===== src/rtl/periph_readout_mb.sv =====
// Pixel-periphery row readout: per-bank group scanners fill per-bank FIFOs,
// which are drained byte-serially under the Inquiry/Select protocol.
module periph_readout_mb #(
    parameter int unsigned NBANK      = 4,
    parameter int unsigned NPIX       = 48,
    parameter int unsigned GRP        = 3,
    parameter int unsigned ROW_W      = 9,
    parameter int unsigned FIFO_DEPTH = 8,
    localparam int unsigned NGRP      = NPIX / GRP,
    localparam int unsigned SEL_W     = (NBANK > 1) ? $clog2(NBANK) : 1
) (
    input  logic                  CLK_80M,
    input  logic                  RST,
    input  logic [NBANK*NPIX-1:0] DataIn,
    input  logic [ROW_W-1:0]      RowAddr,
    input  logic                  RowLoad,
    output logic [NBANK*NGRP-1:0] ReadTreeClk,
    output logic [NBANK-1:0]      ValidOut,
    output logic                  Busy,
    input  logic                  ReadEn,
    input  logic [1:0]            Inquiry,
    input  logic [SEL_W-1:0]      Select,
    output logic [7:0]            DataOut,
    output logic                  DataK
);
    localparam int unsigned CIDX_W = (NGRP > 1) ? $clog2(NGRP) : 1;
    localparam int unsigned PTR_W  = $clog2(FIFO_DEPTH);
    localparam int unsigned CNT_W  = $clog2(FIFO_DEPTH + 1);

    typedef enum logic {S_IDLE, S_SCAN} scan_state_t;

    scan_state_t             state_q   [NBANK];
    scan_state_t             state_d   [NBANK];
    logic [NPIX-1:0]         snap_q    [NBANK];
    logic [NPIX-1:0]         snap_d    [NBANK];
    logic [15:0]             push_word [NBANK];
    logic [15:0]             mem       [NBANK][FIFO_DEPTH];
    logic [PTR_W-1:0]        wptr_q    [NBANK];
    logic [PTR_W-1:0]        rptr_q    [NBANK];
    logic [CNT_W-1:0]        cnt_q     [NBANK];
    logic [CNT_W-1:0]        cnt_d     [NBANK];
    logic [ROW_W-1:0]        row_q;
    logic [NBANK-1:0]        push;
    logic [NBANK-1:0]        pop;
    logic [NBANK-1:0]        phase_q;
    logic [NBANK-1:0]        phase_d;
    logic [NBANK*NGRP-1:0]   pulse_d;
    logic                    load;
    logic                    busy_d;
    logic                    found;
    int unsigned             gidx;
    logic                    drop_q;
    logic                    drop_d;
    logic                    sel_ok;
    logic [15:0]             head;
    logic [7:0]              dout_d;
    logic                    dk_d;

    // Scanners: each bank pushes its lowest non-empty group per cycle unless its FIFO is full
    always_comb begin
        load    = RowLoad && !Busy;
        pulse_d = '0;
        busy_d  = 1'b0;
        push    = '0;
        found   = 1'b0;
        gidx    = 0;
        for (int unsigned b = 0; b < NBANK; b++) begin
            snap_d[b]    = snap_q[b];
            state_d[b]   = state_q[b];
            push_word[b] = '0;
            found        = 1'b0;
            gidx         = 0;
            for (int unsigned g = 0; g < NGRP; g++) begin
                if (!found && (snap_q[b][g*GRP +: GRP] != '0)) begin
                    found = 1'b1;
                    gidx  = g;
                end
            end
            case (state_q[b])
                S_IDLE: begin
                    if (load) begin
                        snap_d[b] = DataIn[b*NPIX +: NPIX];
                        if (DataIn[b*NPIX +: NPIX] != '0) state_d[b] = S_SCAN;
                    end
                end
                S_SCAN: begin
                    if (found && (cnt_q[b] != CNT_W'(FIFO_DEPTH))) begin
                        snap_d[b][gidx*GRP +: GRP] = '0;
                        push[b]                    = 1'b1;
                        push_word[b]               = 16'({row_q, CIDX_W'(gidx),
                                                          snap_q[b][gidx*GRP +: GRP]});
                        pulse_d[b*NGRP + gidx]     = 1'b1;
                    end
                    if (snap_d[b] == '0) state_d[b] = S_IDLE;
                end
                default: state_d[b] = S_IDLE;
            endcase
            busy_d   = busy_d | (state_d[b] == S_SCAN);
            cnt_d[b] = cnt_q[b] + CNT_W'(push[b]) - CNT_W'(pop[b]);
        end
    end

    // Output stage: byte-serial drain with per-bank byte phase
    always_comb begin
        pop     = '0;
        phase_d = phase_q;
        drop_d  = drop_q;
        dout_d  = 8'hBC;
        dk_d    = 1'b1;
        sel_ok  = 32'(Select) < NBANK;
        head    = mem[Select][rptr_q[Select]];
        case (Inquiry)
            2'b00: begin
                dout_d  = 8'h3C;
                phase_d = '0;
            end
            2'b01: begin
                dout_d = 8'h1C;
                if (sel_ok && ReadEn && (cnt_q[Select] != '0)) begin
                    dk_d = 1'b0;
                    if (!phase_q[Select]) begin
                        dout_d          = head[15:8];
                        phase_d[Select] = 1'b1;
                    end else begin
                        dout_d          = head[7:0];
                        phase_d[Select] = 1'b0;
                        pop[Select]     = 1'b1;
                    end
                end
            end
            2'b10: begin
                dout_d = {Busy, drop_q, 2'b00, 4'(ValidOut)};
                dk_d   = 1'b0;
                drop_d = 1'b0;
            end
            default: ;
        endcase
        // a drop on the clearing edge wins so it is never lost
        if (RowLoad && Busy) drop_d = 1'b1;
    end

    always_ff @(posedge CLK_80M or posedge RST) begin
        if (RST) begin
            for (int unsigned b = 0; b < NBANK; b++) begin
                state_q[b] <= S_IDLE;
                snap_q[b]  <= '0;
                wptr_q[b]  <= '0;
                rptr_q[b]  <= '0;
                cnt_q[b]   <= '0;
            end
            row_q       <= '0;
            phase_q     <= '0;
            drop_q      <= 1'b0;
            ReadTreeClk <= '0;
            ValidOut    <= '0;
            Busy        <= 1'b0;
            DataOut     <= 8'hBC;
            DataK       <= 1'b1;
        end else begin
            for (int unsigned b = 0; b < NBANK; b++) begin
                state_q[b]  <= state_d[b];
                snap_q[b]   <= snap_d[b];
                cnt_q[b]    <= cnt_d[b];
                ValidOut[b] <= (cnt_d[b] != '0);
                if (push[b]) wptr_q[b] <= wptr_q[b] + PTR_W'(1);
                if (pop[b])  rptr_q[b] <= rptr_q[b] + PTR_W'(1);
            end
            if (load) row_q <= RowAddr;
            phase_q     <= phase_d;
            drop_q      <= drop_d;
            ReadTreeClk <= pulse_d;
            Busy        <= busy_d;
            DataOut     <= dout_d;
            DataK       <= dk_d;
        end
    end

    // FIFO storage needs no reset; only entries below the count are ever read
    always_ff @(posedge CLK_80M) begin
        for (int unsigned b = 0; b < NBANK; b++) begin
            if (push[b]) mem[b][wptr_q[b]] <= push_word[b];
        end
    end

endmodule


===== config.mk =====
export PLATFORM = sky130hd
export DESIGN_NAME = periph_readout_mb
export DESIGN_NICKNAME = d
export VERILOG_FILES = /design/src/rtl/periph_readout_mb.sv
export SDC_FILE = /design/constraint.sdc
export NUM_CORES = 2
export LEC_CHECK = 0
export ABC_AREA = 0
export BUFFER_PORTS_ARGS = -buffer_cell sky130_fd_sc_hd__buf_4
export CORE_MARGIN = 1.5
export CORE_UTILIZATION = 35
export CTS_BUF_LIST = sky130_fd_sc_hd__clkbuf_8 sky130_fd_sc_hd__clkbuf_16
export CTS_CLUSTER_SIZE = 8
export DETAILED_ROUTE_END_ITERATION = 16
export GPL_TIMING_DRIVEN = 1
export PLACE_DENSITY_LB_ADDON = 0.3
export SETUP_SLACK_MARGIN = 0.02
export SYNTH_ARGS = -nofsm -noshare
export SYNTH_HDL_FRONTEND = slang
export SYNTH_SLANG_ARGS = --single-unit

===== constraint.sdc =====
create_clock -name CLK_80M -period 10.7 [get_ports CLK_80M]
set_clock_uncertainty 0.05 [all_clocks]
set_input_delay 1.07 -clock CLK_80M [delete_from_list [all_inputs] [get_ports CLK_80M]]
set_output_delay 1.07 -clock CLK_80M [all_outputs]
set_load 0.02 [all_outputs]

# --- After elaboration in Yosys (flattened, before gate mapping) ---
# Memory sizes are Yosys's and may differ from the RTL's.
# Index checks and enable logic that the tools add are counted.
totals:
  reg_bits: 328
  mem_bits_rw: 512
  input_bits: 209
  out_inout_bits: 78
  wordCells: 570
  memories: 1
classes:
  add_sub_neg: 23
  multipliers: 4
  order_cmp: 20
  eq_ne: 11
  n_shift: 12
  muxes: 234
  bitwise_logic: 19
  reduce_logical: 218
mem_list:
  columns: ["name", "depth", "width", "rd", "rd_clocked_by_memory_dff", "wr", "line_no", "source"]
  rows:
  - ["mem", 4, 128, 1, 0, 4, "37", "logic [15:0] mem [NBANK][FIFO_DEPTH];"]
op_table:
  columns: ["op", "n"]
  rows:
  - ["2-to-1 mux 32 bit", 51]
  - ["2-to-1 mux 48 bit", 12]
  - ["2-to-1 mux 128 bit", 4]
  - ["2-to-1 mux 64 bit", 8]
  - ["one-hot mux 48 bit (2 select lines)", 4]
  - ["2-to-1 mux 16 bit", 14]
  - ["bitwise mux 48 bit", 4]
  - ["demux 16 bit (select 3 bit)", 4]
  - ["logical NOT 48 bit", 4]
  - ["OR 64 bit", 3]
  - ["nonzero test 3 bit", 64]
  - ["nonzero test 48 bit", 4]
  - ["variable shift 3 x 34 -> 48 bit (first input constant)", 4]
  - ["indexed part select 3 x 34 -> 48 bit (first input constant)", 4]
  - ["indexed part select 48 x 33 -> 3 bit", 4]
  - ["negation 32 -> 34 bit", 4]
  - ["greater-or-equal comparator 32 x 1 -> 1 bit (second input constant)", 4]
  - ["less-than comparator 32 x 7 -> 1 bit (second input constant)", 4]
  - ["multiplier 32 x 2 -> 32 bit (second input constant)", 4]
  - ["2-to-1 mux 1 bit", 101]
  - ["logical AND 1 bit", 76]
  - ["adder 6 x 32 -> 32 bit (first input constant)", 2]
  - ["logical NOT 1 bit", 61]
  - ["binary-select mux 16 bit (select 3 bit)", 1]
  - ["36 further kinds", 96]

# --- Depth between registers and ports, before layout ---
depth:
  ltp_word: 62
  depth_mapped: 28
  mapped_depth_nobuf: 26

# --- Least setup slack after synthesis ---
# OpenSTA, ideal clock, no wires.
synth_timing:
  path_type: "register -> register"
  startpoint: "register snap_q[72] in the netlist's numbering"
  endpoint: "register Busy"
  t_arrival_ps: 7236
  required_time_ps: 10511
  slack_ps: 3275
  stages_incl_launch_ff: 28
  path_buffers: 5
  synth_period_minus_slack_ps: 7425
  cell_sequence: "dfrtp_1 -> or3_4 -> or4_4 -> o32ai_2 -> a21o_2 -> buf_2 -> buf_2 -> buf_2 -> ha_1 -> inv_1 -> fa_1 -> clkbuf_1 -> clkinv_1 -> nor2_1 -> o221ai_1 -> a21o_1 -> nor3_1 -> ha_1 -> nand2b_1 -> or3_1 -> clkbuf_1 -> a21oi_2 -> nand2_1 -> or2_2 -> a2111oi_0 -> and4b_1 -> a32oi_1 -> or4_1"
synth_rtl:
  columns: ["element", "line_no", "source"]
  rows:
  - ["start: declaration", "34", "logic [NPIX-1:0] snap_q [NBANK];"]
  - ["start signal: indexed assignment", "162", "snap_q[b] <= snap_d[b];"]
  - ["end signal: assignment", "172", "Busy <= busy_d;"]
  - ["end: declaration", "19", "output logic Busy,"]

==> impl_metrics.json <==
{
  "buffer_ports.inserted": 286,
  "clkSlewWorstSetupHoldPaths_ns": 0.06,
  "synth_largest_type_area_fraction_pct": 34.0,
  "final.period_utilization_pct": 81.2,
  "reg2reg_to": "Busy$_DFF_PP0_",
  "synth_cell_types": 98,
  "layout-area-overhead-vs-synth_pct": 17.3,
  "grt_pass1_vias": 35000,
  "track_usage_pct": 25.1,
  "nNetsFinal": 4351,
  "grt_antenna_before_repair": 1,
  "gp_routability_congestion": 0.960,
  "critPathCaptureType": "flip-flop",
  "ctsHtreeMaxLevel": 3,
  "worst_hold_path.num_cells": 1,
  "syn-cell-area_um2": 45200,
  "endpoints_failing_hold": 0,
  "cts_root_buf": "clkbuf_16",
  "cts.repair.resized": 0,
  "synth_async_sr_flop_share_pct": 39.0,
  "clock.fmax_mhz": 115,
  "post-synth-top-count-cell": "edfxtp_1",
  "vias_after_detailed_routing": 35800,
  "row_count": 131,
  "floorplan.die_area_um2": 131000,
  "regToRegSetupSlack_ns": 2.02,
  "syn_area_per_cell_um2": 11.9,
  "setup_viol_count_final": 0,
  "netlist_instances": 3791,
  "cpPeakStageDelay_ns": 0.88,
  "most_repeated_library_cell_on_the_critical_path": "nor3_1",
  "chipHeight_um": 362,
  "final-max-slew-violation-count": 0,
  "ys_ff_latch": 840,
  "cts_max_path_buffers": 3,
  "fillerInstances": 12100,
  "synth_top_area_cell": "edfxtp_1",
  "worst_path_dominant_cell_family": "simple AND/OR/NAND/NOR gates",
  "dominantRegCellSynth": "edfxtp_1",
  "worstHoldEndpoint": "rptr_q[2]$_DFFE_PP0P_",
  "drcViolationCount": 0,
  "synth.net_count": 4086,
  "count_of_routing_violations_after_the_opening_detailed_route_iteration": 4639,
  "setup_repair_after_global_routing_missed_its_margin": "no",
  "dp.final_hpwl_um": 116000,
  "post_route_setup_tns_ns": 0,
  "drt-vias-per-instance": 6.17,
  "worst_path_max_delay_cell": "nor3_1",
  "hold_start": "rptr_q[2]$_DFFE_PP0P_",
  "period_needed_ns": 8.68,
  "design.portCount": 287,
  "critical_path.n_buffers_inverters": 3,
  "die_width_um": 362,
  "crit_chain": "nor3_1 > nand4_1 > nor2_2 > nand4_1 > nand2_1 > inv_1 > fa_1 > buf_4 > clkinv_1 > nor2_1 > o221ai_1 > a21o_1 > nor3_1 > ha_1 > nand2b_1 > nor3_1 > nand2_1 > or3_1 > a222oi_1 > nand4bb_1 > nor4_1 > a32oi_1 > or4_1",
  "max_cap_viol_count": 0,
  "largest_net_degree_at_the_start_of_global_routing": 104,
  "worst_hold_path_type": "reg -> reg",
  "cts_tree": "yes",
  "instances_no_fill": 5810,
  "setup.worst_path.start_class": "flip-flop",
  "synthTopCellsByArea": "edfxtp_1, dfrtp_1, mux4_2",
  "max_slew.worst_pin.slew_ns": 1.27,
  "layout-drive-gt1-share_pct": 20.8,
  "postCtsHoldBufs": 0,
  "tritoncts.num_buffers": 116,
  "criticalPathCategory": "reg -> reg",
  "timing.max_slew.rel_slack_pct": 14.8,
  "placed_cells_incl_taps": 5600,
  "worst_ep_required_time_ns": 11.21,
  "worstReg2RegStart": "snap_q[58]$_DFFE_PP0P_",
  "globalRouteOverflowTotal": 0,
  "seq_total_area_yosys_pct": 52.2,
  "initial_core_utilization_pct": 35.3,
  "drt-wirelength-per-cell_um": 28.8,
  "clock_sinks": 840,
  "synth_enable_flop_cells": 512,
  "clk_latency_ns": 0.75,
  "critical_path.max_fanout": 17,
  "yosysWarnings": 0,
  "first_pass_grt_wire_length_um": 243000,
  "firstDrtPassIters": 6,
  "core_um2": 128000,
  "r2r.worst_path.cells": 23,
  "ys_top_cells_by_count": "edfxtp_1, nand2_1, dfrtp_1",
  "route.final.wire_length_um": 167000,
  "cp.arrival_ns": 9.20,
  "status": "complete, no violations",
  "cts.repair_timing.setup_buffer_count": 0,
  "drtAntennaViolNets": 0
}
## worst max path at each step
stage | startpoint | to | slack [ns] | cells after the start
after floorplan | RST | Busy$_DFF_PP0_ | 0.51 | 1
final | snap_q[58]$_DFFE_PP0P_ | Busy$_DFF_PP0_ | 2.02 | 23
after CTS | snap_q[58]$_DFFE_PP0P_ | Busy$_DFF_PP0_ | 2.17 | 23
after global routing | snap_q[58]$_DFFE_PP0P_ | Busy$_DFF_PP0_ | 1.54 | 23
after detailed placement | snap_q[58]$_DFFE_PP0P_ | Busy$_DFF_PP0_ | 2.23 | 23
after global placement | snap_q[58]$_DFFE_PP0P_ | Busy$_DFF_PP0_ | 2.44 | 23
## flip-flops by register name (all words and copies together) (netlist names)
name	flops
state_q	4
snap_q	192
row_q	9
mem	512
ReadTreeClk	64
DataK	1
cnt_q	16
phase_q	4
wptr_q	12
drop_q	1
rptr_q	12
ValidOut	4
DataOut	8
Busy	1
## area by class of cell
type                            count  area, µm²  share of cell area (%)
Multi-Input combinational cell   2628      20600                    38.9
Clock buffer                      120       2960                    5.58
Sequential cell                   840      23600                    44.5
Timing Repair Buffer              380       2890                    5.45
Inverter                           90        347                   0.654
Clock inverter                     85        483                   0.912
Antenna cell                        5       12.5                  0.0236
Tap cell                         1662       2080                    3.93
## per-stage QoR
step / utilization [%] / instance area, µm² / setup WS (ns) / hold WS [ns]
3_3_place_gp: 38.7 / 49500 / 2.44 / 0.408
6_report: 41.4 / 53000 / 2.02 / 0.419
5_1_grt: 41.4 / 53000 / 1.54 / 0.445
4_1_cts: 41.4 / 53000 / 2.17 / 0.401
3_5_place_dp: 38.7 / 49500 / 2.23 / 0.411
2_1_floorplan: - / 45200 / 0.507 / 0.390
## placed cells by master (no fill, tap or decap), types with 11 or more instances in the layout
master,count
xor2_1,14
clkbuf_16,116
mux4_2,224
a2111oi_0,11
nor4_1,68
o22ai_1,14
nor2_1,166
a21oi_1,148
nand2_1,474
a21o_1,38
o31ai_1,25
nand4_1,53
mux2_2,29
ha_1,78
a211oi_1,52
edfxtp_1,512
mux2i_1,119
and2_1,48
or4_1,12
and4_1,17
and3_1,98
buf_4,376
o41ai_1,19
nor3_2,13
inv_1,155
a22o_1,143
a31oi_1,32
nor2b_1,31
o211ai_1,32
nand2b_1,21
o21ai_0,186
dfrtp_1,321
nor3_1,110
xnor2_1,33
or2_2,14
or3_1,31
nand3_1,53
o21a_1,14
## cell families (layout without fill, tap and decap cells)
logic type | after synthesis | in the layout | share of synthesized area [%]
simple gates | 1274 | 1274 | 13.9
compound gates | 845 | 845 | 13.1
flops | 840 | 840 | 52.2
mux | 373 | 373 | 14.6
buf+inv | 323 | 675 | 2.72
fa+ha+maj | 86 | 86 | 2.51
xor+xnor | 50 | 50 | 0.969
other cells | 0 | 5 | 0
## per-layer routing
layer	share of wire, %	GRT usage [%]
met5	0.0078	0
met4	3.8	8.98
met3	9.3	4.61
met2	45	38.4
met1	42	35.5
Power is not shown: default switching activity piles up to over one toggle a cycle in this logic, so the estimate is an artifact.
